File: src/rtl/fib_pkg.sv
// Shared constants for the Fibonacci peripheral register map and the
// Avalon-MM initiator state machine that drives it.
package fib_pkg;

   // Word addresses of the peripheral registers
   localparam logic [1:0] FIB_ADDR_LIMIT  = 2'd0;
   localparam logic [1:0] FIB_ADDR_CTRL   = 2'd1;
   localparam logic [1:0] FIB_ADDR_STATUS = 2'd2;
   localparam logic [1:0] FIB_ADDR_RESULT = 2'd3;

   // Register field values
   localparam logic [31:0] FIB_CTRL_START      = 32'h1;
   localparam int          FIB_STATUS_DONE_BIT = 0;

   // State encodings
   localparam logic [3:0] FIB_ST_IDLE      = 4'd0;
   localparam logic [3:0] FIB_ST_WR_LIMIT  = 4'd1;
   localparam logic [3:0] FIB_ST_WR_CLR    = 4'd2;
   localparam logic [3:0] FIB_ST_WR_START  = 4'd3;
   localparam logic [3:0] FIB_ST_GAP       = 4'd4;
   localparam logic [3:0] FIB_ST_POLL_RD   = 4'd5;
   localparam logic [3:0] FIB_ST_POLL_WAIT = 4'd6;
   localparam logic [3:0] FIB_ST_RES_RD    = 4'd7;
   localparam logic [3:0] FIB_ST_RES_WAIT  = 4'd8;
   localparam logic [3:0] FIB_ST_RESP      = 4'd9;

   typedef enum logic [3:0] {
      ST_IDLE      = FIB_ST_IDLE,
      ST_WR_LIMIT  = FIB_ST_WR_LIMIT,
      ST_WR_CLR    = FIB_ST_WR_CLR,
      ST_WR_START  = FIB_ST_WR_START,
      ST_GAP       = FIB_ST_GAP,
      ST_POLL_RD   = FIB_ST_POLL_RD,
      ST_POLL_WAIT = FIB_ST_POLL_WAIT,
      ST_RES_RD    = FIB_ST_RES_RD,
      ST_RES_WAIT  = FIB_ST_RES_WAIT,
      ST_RESP      = FIB_ST_RESP
   } fib_state_e;

endpackage

File: src/rtl/fib_avalon_master.sv
// Avalon-MM initiator for the Fibonacci peripheral. Takes a limit on a
// valid/ready request port, programs the peripheral, starts it, polls the
// done bit with a programmable gap, reads the result and hands it back on a
// valid/ready response port. A bounded poll count turns a stuck peripheral
// into a timeout response instead of a hang.
module fib_avalon_master
   import fib_pkg::*;
#(
   parameter int POLL_LIMIT = 1024,
   parameter int POLL_GAP   = 2
) (
   input  logic        clk,
   input  logic        reset_n,
   // request port
   input  logic        req_valid,
   output logic        req_ready,
   input  logic [31:0] req_limit,
   // response port
   output logic        rsp_valid,
   input  logic        rsp_ready,
   output logic [31:0] rsp_result,
   output logic        rsp_timeout,
   // Avalon-MM initiator
   output logic [1:0]  av_address,
   output logic        av_chipselect,
   output logic        av_read,
   output logic        av_write,
   output logic [31:0] av_writedata,
   input  logic [31:0] av_readdata
);

   // Poll counter must be able to hold POLL_LIMIT itself; gap counter counts
   // 0..POLL_GAP and needs at least one bit even when POLL_GAP is 0.
   localparam int PW = $clog2(POLL_LIMIT + 1);
   localparam int GW = $clog2(POLL_GAP + 2);
   localparam logic [PW-1:0] POLL_MAX = PW'(POLL_LIMIT);
   localparam logic [GW-1:0] GAP_LAST = GW'(POLL_GAP);

   fib_state_e    state_q, state_d;
   logic [31:0]   limit_q, limit_d;
   logic [PW-1:0] poll_q,  poll_d;
   logic [GW-1:0] gap_q,   gap_d;
   logic [31:0]   result_q, result_d;
   logic          timeout_q, timeout_d;

   logic          status_done;

   assign status_done = av_readdata[FIB_STATUS_DONE_BIT];

   // State and datapath registers; reset returns to IDLE with a cleared response
   always_ff @(posedge clk or negedge reset_n) begin
      if (!reset_n) begin
         state_q   <= ST_IDLE;
         limit_q   <= '0;
         poll_q    <= '0;
         gap_q     <= '0;
         result_q  <= '0;
         timeout_q <= 1'b0;
      end else begin
         state_q   <= state_d;
         limit_q   <= limit_d;
         poll_q    <= poll_d;
         gap_q     <= gap_d;
         result_q  <= result_d;
         timeout_q <= timeout_d;
      end
   end

   // Next-state logic: job sequencing, poll/gap counting and response capture
   always_comb begin
      state_d   = state_q;
      limit_d   = limit_q;
      poll_d    = poll_q;
      gap_d     = gap_q;
      result_d  = result_q;
      timeout_d = timeout_q;

      case (state_q)
         ST_IDLE: begin
            if (req_valid) begin
               limit_d = req_limit;
               poll_d  = '0;
               state_d = ST_WR_LIMIT;
            end
         end

         ST_WR_LIMIT: state_d = ST_WR_CLR;

         // Clearing status before the start write keeps a done bit left
         // over from the previous job from ending this one early.
         ST_WR_CLR:   state_d = ST_WR_START;

         ST_WR_START: begin
            gap_d   = '0;
            state_d = ST_GAP;
         end

         // POLL_GAP+1 idle cycles; the first one also hides the
         // peripheral's one-cycle start-flag transfer.
         ST_GAP: begin
            if (gap_q == GAP_LAST) begin
               state_d = ST_POLL_RD;
            end else begin
               gap_d = gap_q + 1'b1;
            end
         end

         ST_POLL_RD: begin
            if (poll_q != POLL_MAX) begin
               poll_d = poll_q + 1'b1;
            end
            state_d = ST_POLL_WAIT;
         end

         // Done takes priority over the limit check so that a done seen on
         // the very last permitted read still counts as success.
         ST_POLL_WAIT: begin
            if (status_done) begin
               state_d = ST_RES_RD;
            end else if (poll_q == POLL_MAX) begin
               result_d  = '0;
               timeout_d = 1'b1;
               state_d   = ST_RESP;
            end else begin
               gap_d   = '0;
               state_d = ST_GAP;
            end
         end

         ST_RES_RD: state_d = ST_RES_WAIT;

         ST_RES_WAIT: begin
            result_d  = av_readdata;
            timeout_d = 1'b0;
            state_d   = ST_RESP;
         end

         ST_RESP: begin
            if (rsp_ready) begin
               state_d = ST_IDLE;
            end
         end

         default: state_d = ST_IDLE;
      endcase
   end

   // Bus strobes decoded straight from the state register so an
   // asynchronous reset removes any in-flight transaction immediately.
   always_comb begin
      av_address    = 2'd0;
      av_chipselect = 1'b0;
      av_read       = 1'b0;
      av_write      = 1'b0;
      av_writedata  = 32'd0;

      case (state_q)
         ST_WR_LIMIT: begin
            av_chipselect = 1'b1;
            av_write      = 1'b1;
            av_address    = FIB_ADDR_LIMIT;
            av_writedata  = limit_q;
         end
         ST_WR_CLR: begin
            av_chipselect = 1'b1;
            av_write      = 1'b1;
            av_address    = FIB_ADDR_STATUS;
            av_writedata  = 32'd0;
         end
         ST_WR_START: begin
            av_chipselect = 1'b1;
            av_write      = 1'b1;
            av_address    = FIB_ADDR_CTRL;
            av_writedata  = FIB_CTRL_START;
         end
         ST_POLL_RD: begin
            av_chipselect = 1'b1;
            av_read       = 1'b1;
            av_address    = FIB_ADDR_STATUS;
         end
         ST_RES_RD: begin
            av_chipselect = 1'b1;
            av_read       = 1'b1;
            av_address    = FIB_ADDR_RESULT;
         end
         default: begin
         end
      endcase
   end

   // Handshake flags and the held response
   assign req_ready   = (state_q == ST_IDLE);
   assign rsp_valid   = (state_q == ST_RESP);
   assign rsp_result  = result_q;
   assign rsp_timeout = timeout_q;

endmodule
File: config.mk
export PLATFORM = sky130hd
export DESIGN_NAME = fib_avalon_master
export DESIGN_NICKNAME = d
export VERILOG_FILES = /design/src/rtl/fib_pkg.sv /design/src/rtl/fib_avalon_master.sv
export SDC_FILE = /design/constraint.sdc
export NUM_CORES = 1
export LEC_CHECK = 0
export CAP_MARGIN = 5
export CORE_MARGIN = 8
export CORE_UTILIZATION = 40
export DETAILED_ROUTE_END_ITERATION = 8
export GPL_TIMING_DRIVEN = 0
export PLACE_DENSITY = 0.72
export SLEW_MARGIN = 10
export SYNTH_ARGS = -nofsm -noshare
export SYNTH_HDL_FRONTEND = slang
export SYNTH_SLANG_ARGS = --single-unit
File: constraint.sdc
create_clock -name clk -period 3.9 [get_ports clk]
set_input_delay 0.585 -clock clk [delete_from_list [all_inputs] [get_ports clk]]
set_output_delay 0.585 -clock clk [all_outputs]
set_load 0.05 [all_outputs]
==> impl_metrics.ini <==
[outcome]
status = finished, final reports clean

[cells_and_area]
area_delta_synth_final_pct = 44.05
finalInstanceArea_sq_mm = 0.005879
antenna_cells_inserted = 0
final_cells = 736
nets = 666
drive_gt1_share_pct = 10.50
final_util_pct = 58.26

[worst_hold_path]
hold_class = in -> async

[clocking]
insertion_delay_ps = 360
ctsHoldBuffers = 0
clkTransAtPathRegs_ps = 90
numCtsBuffers = 9
clock_sinks = 82
root_buffer = clkbuf_8
cts_resized = 0
clockBufferDepth = 2
postCtsSetupBuffers = 0
cts.htree.levels = 3
cts_tree = built

[synth]
synth_area_per_cell_sq_um = 9.192
ys_top_cells_by_area = dfrtp_1, nand2_1, o21ai_2, a22oi_1, and2_1
syn_area_sq_mm = 0.004081
ys_ff_latch = 82
yosysUniqueCellTypes = 42
synth_top_cell_area_share_pct = 50.28
ys.flop_type = dfrtp_1
syn-num-nets = 515
synth-async-reset-ratio_pct = 100.0
synth_cells = 444
yosysSeqAreaShare_pct = 50.28
synth-edff-count = 0
yosysWarningCount = 0
yosysTopAreaCell = dfrtp_1

[global_routing]
grt_max_degree = 46
grt_use_total_pct = 17.16
grt_pass1_vias = 3781
antenna_found_initial = 0
overflow = 0
grt_pass1_wl_um = 18460

[drt]
drc = 0
vias = 3644
routedWlPerCell_um = 15.74
finalWirelength_um = 11580
dr.pass1.iters = 4
drt_iter0_drc = 181
viasPerCell = 4.951
ant_nets = 0

[placed_design]
placed_area_sq_mm = 0.005668
dp_cells = 720
pre_cts_ws_ps = 611.3
gp_congestion = 0.8015
port_buffers = 139
dp.final_hpwl_um = 8728

[floorplan]
die_w_um = 117.0
initial_utilization_pct = 40.44
ios = 140
fp.dieH_um = 117.0
num_rows = 37
core_area_sq_mm = 0.01009
dieArea_sq_mm = 0.01369

[critical_path]
end_kind = output port
r2r_start = poll_q[0]$_DFFE_PN0P_
slowest_stage = clkdlybuf4s50_1
r2r_cells = 7
path_cells = clkbuf_1, nand2b_1, nor3_1, clkbuf_1, and2_1, clkdlybuf4s50_1
crit_fanout = 10
reg2reg_to = rsp_result[22]$_DFFE_PN0P_
setup.worst_path.class = reg -> out
start_kind = flop
cp_slowest_stage_delay_ps = 830
cp-endpoint = av_writedata[23]
arrival_ps = 3070
r2r_slack_ps = 1580
cp.required_ps = 3310
startpoint = state_q[1]$_DFFE_PN0P_
crit_top_cell = clkbuf_1

[flow_run]
cap_violations = 0

[sta]
final.setup.tns_ps = 0
timing.final.crit_share_pct = 93.83
post-route-min-period_ps = 3659
max_freq_mhz = 273.3
maxSlewHeadroom_pct = 59.86
skew_ps = 12.89
finalHoldWorstSlack_ps = 199.3
finalSetupViolCount = 0
worst_pin_slew_ps = 597.1
setup_slack_ps = 240.7
rsz0062_at_grt = no
finalHoldViolCount = 0
slew_violations = 0

[pwr]
pwr-share-comb_pct = 58.7
internal-power_mw = 2.584
p_leak_nw = 2.663
pwr-share-seq_pct = 28.3
power_density_mw_per_mm2 = 857.4
switchingPower_mw = 2.457
swShare_pct = 48.74
total_power_mw = 5.041
max-vdd-ir-drop_v = 0.0004208
p_clk_share_pct = 13.0
[per-layer routing]
metal	global-route usage (%)	up-vias	wire length (um)
li1	-	1777	-
met1	21.39	1721	5065
met2	27.04	135	5097
met3	6.362	11	1265
met4	5.461	0	153
met5	0	-	0
[power groups by stage]
stage | sequential (mW) | combinational, mW | clock (mW)
2_1_floorplan | 1.96 | 1.52 | 0
3_3_place_gp | 1.43 | 2.93 | 0
3_5_place_dp | 1.44 | 2.99 | 0
4_1_cts | 1.42 | 2.99 | 0.673
5_1_grt | 1.47 | 3.19 | 0.707
6_report | 1.42 | 2.96 | 0.656
[logic make-up after synthesis]
family | synth area share, %
AOI/OAI and AO/OA | 17.38
xor gates and xnor gates | 0.6439
adders and majority gates | 1.165
buffers and inverters | 6.622
DFF | 50.28
muxes | 0.9810
and+or+nand+nor | 22.93
[synthesized netlist by cell type (7+ instances only)]
cell and count:
dfrtp_1 82, o21ai_0 9, nor2_1 10, and2_1 35
a22oi_1 33, clkbuf_1 14, inv_1 38, nor3_1 7
nand2_1 111, buf_1 7, o21ai_2 30
[sequential cells by signal, summed over array words and instances (netlist names)]
name and count:
limit_q 32, rsp_timeout 1, gap_q 2, rsp_result 32
state_q 4, poll_q 11
[critical path: cells and delay by family, from the launching register on]
| family | cells | cell delay [ps] |
|---|---|---|
| buffers and inverters | 3 | 1490 |
| flip-flops | 1 | 420 |
| AND/OR/NAND/NOR | 3 | 800 |
[how the worst min path moves through the flow]
stage / start / endpoint / slack [ps] / depth (start not counted)
6_report: reset_n / rsp_result[31]$_DFFE_PN0P_ / 200 / 1
3_3_place_gp: limit_q[2]$_DFFE_PN0P_ / limit_q[2]$_DFFE_PN0P_ / 450 / 2
4_1_cts: reset_n / rsp_result[1]$_DFFE_PN0P_ / 210 / 1
3_5_place_dp: limit_q[24]$_DFFE_PN0P_ / limit_q[24]$_DFFE_PN0P_ / 450 / 2
5_1_grt: reset_n / rsp_result[1]$_DFFE_PN0P_ / 240 / 1
2_1_floorplan: reset_n / gap_q[0]$_DFFE_PN0P_ / 290 / 0
[final cells by class]
type,count,area (sq um)
buffer,27,127.6
clock buffer,11,151.4
clock inverter,5,60.06
fill,924,4213
inverter,38,142.6
multi-input combinational,297,1759
sequential,82,2052
tap,136,170.2
timing repair buffer,140,1416
[layout by cell type, fill, tap and decap left out, types with 2 or more instances in the layout]
cell	n
a21oi_1	6
a22oi_1	33
and2_1	35
buf_1	7
buf_2	3
buf_6	3
clkbuf_1	14
clkbuf_8	11
clkdlybuf4s50_1	138
dfrtp_1	82
ha_1	3
inv_1	38
mux2i_1	4
nand2_1	111
nand2b_1	4
nand3_1	5
nand4_1	3
nor2_1	10
nor2b_1	4
nor3_1	7
o211ai_1	6
o21ai_0	9
o21ai_2	30
o311ai_0	2
or2_2	2
or4_1	3
xor2_1	3
No activity file was read; power rests on OpenSTA's default activity.
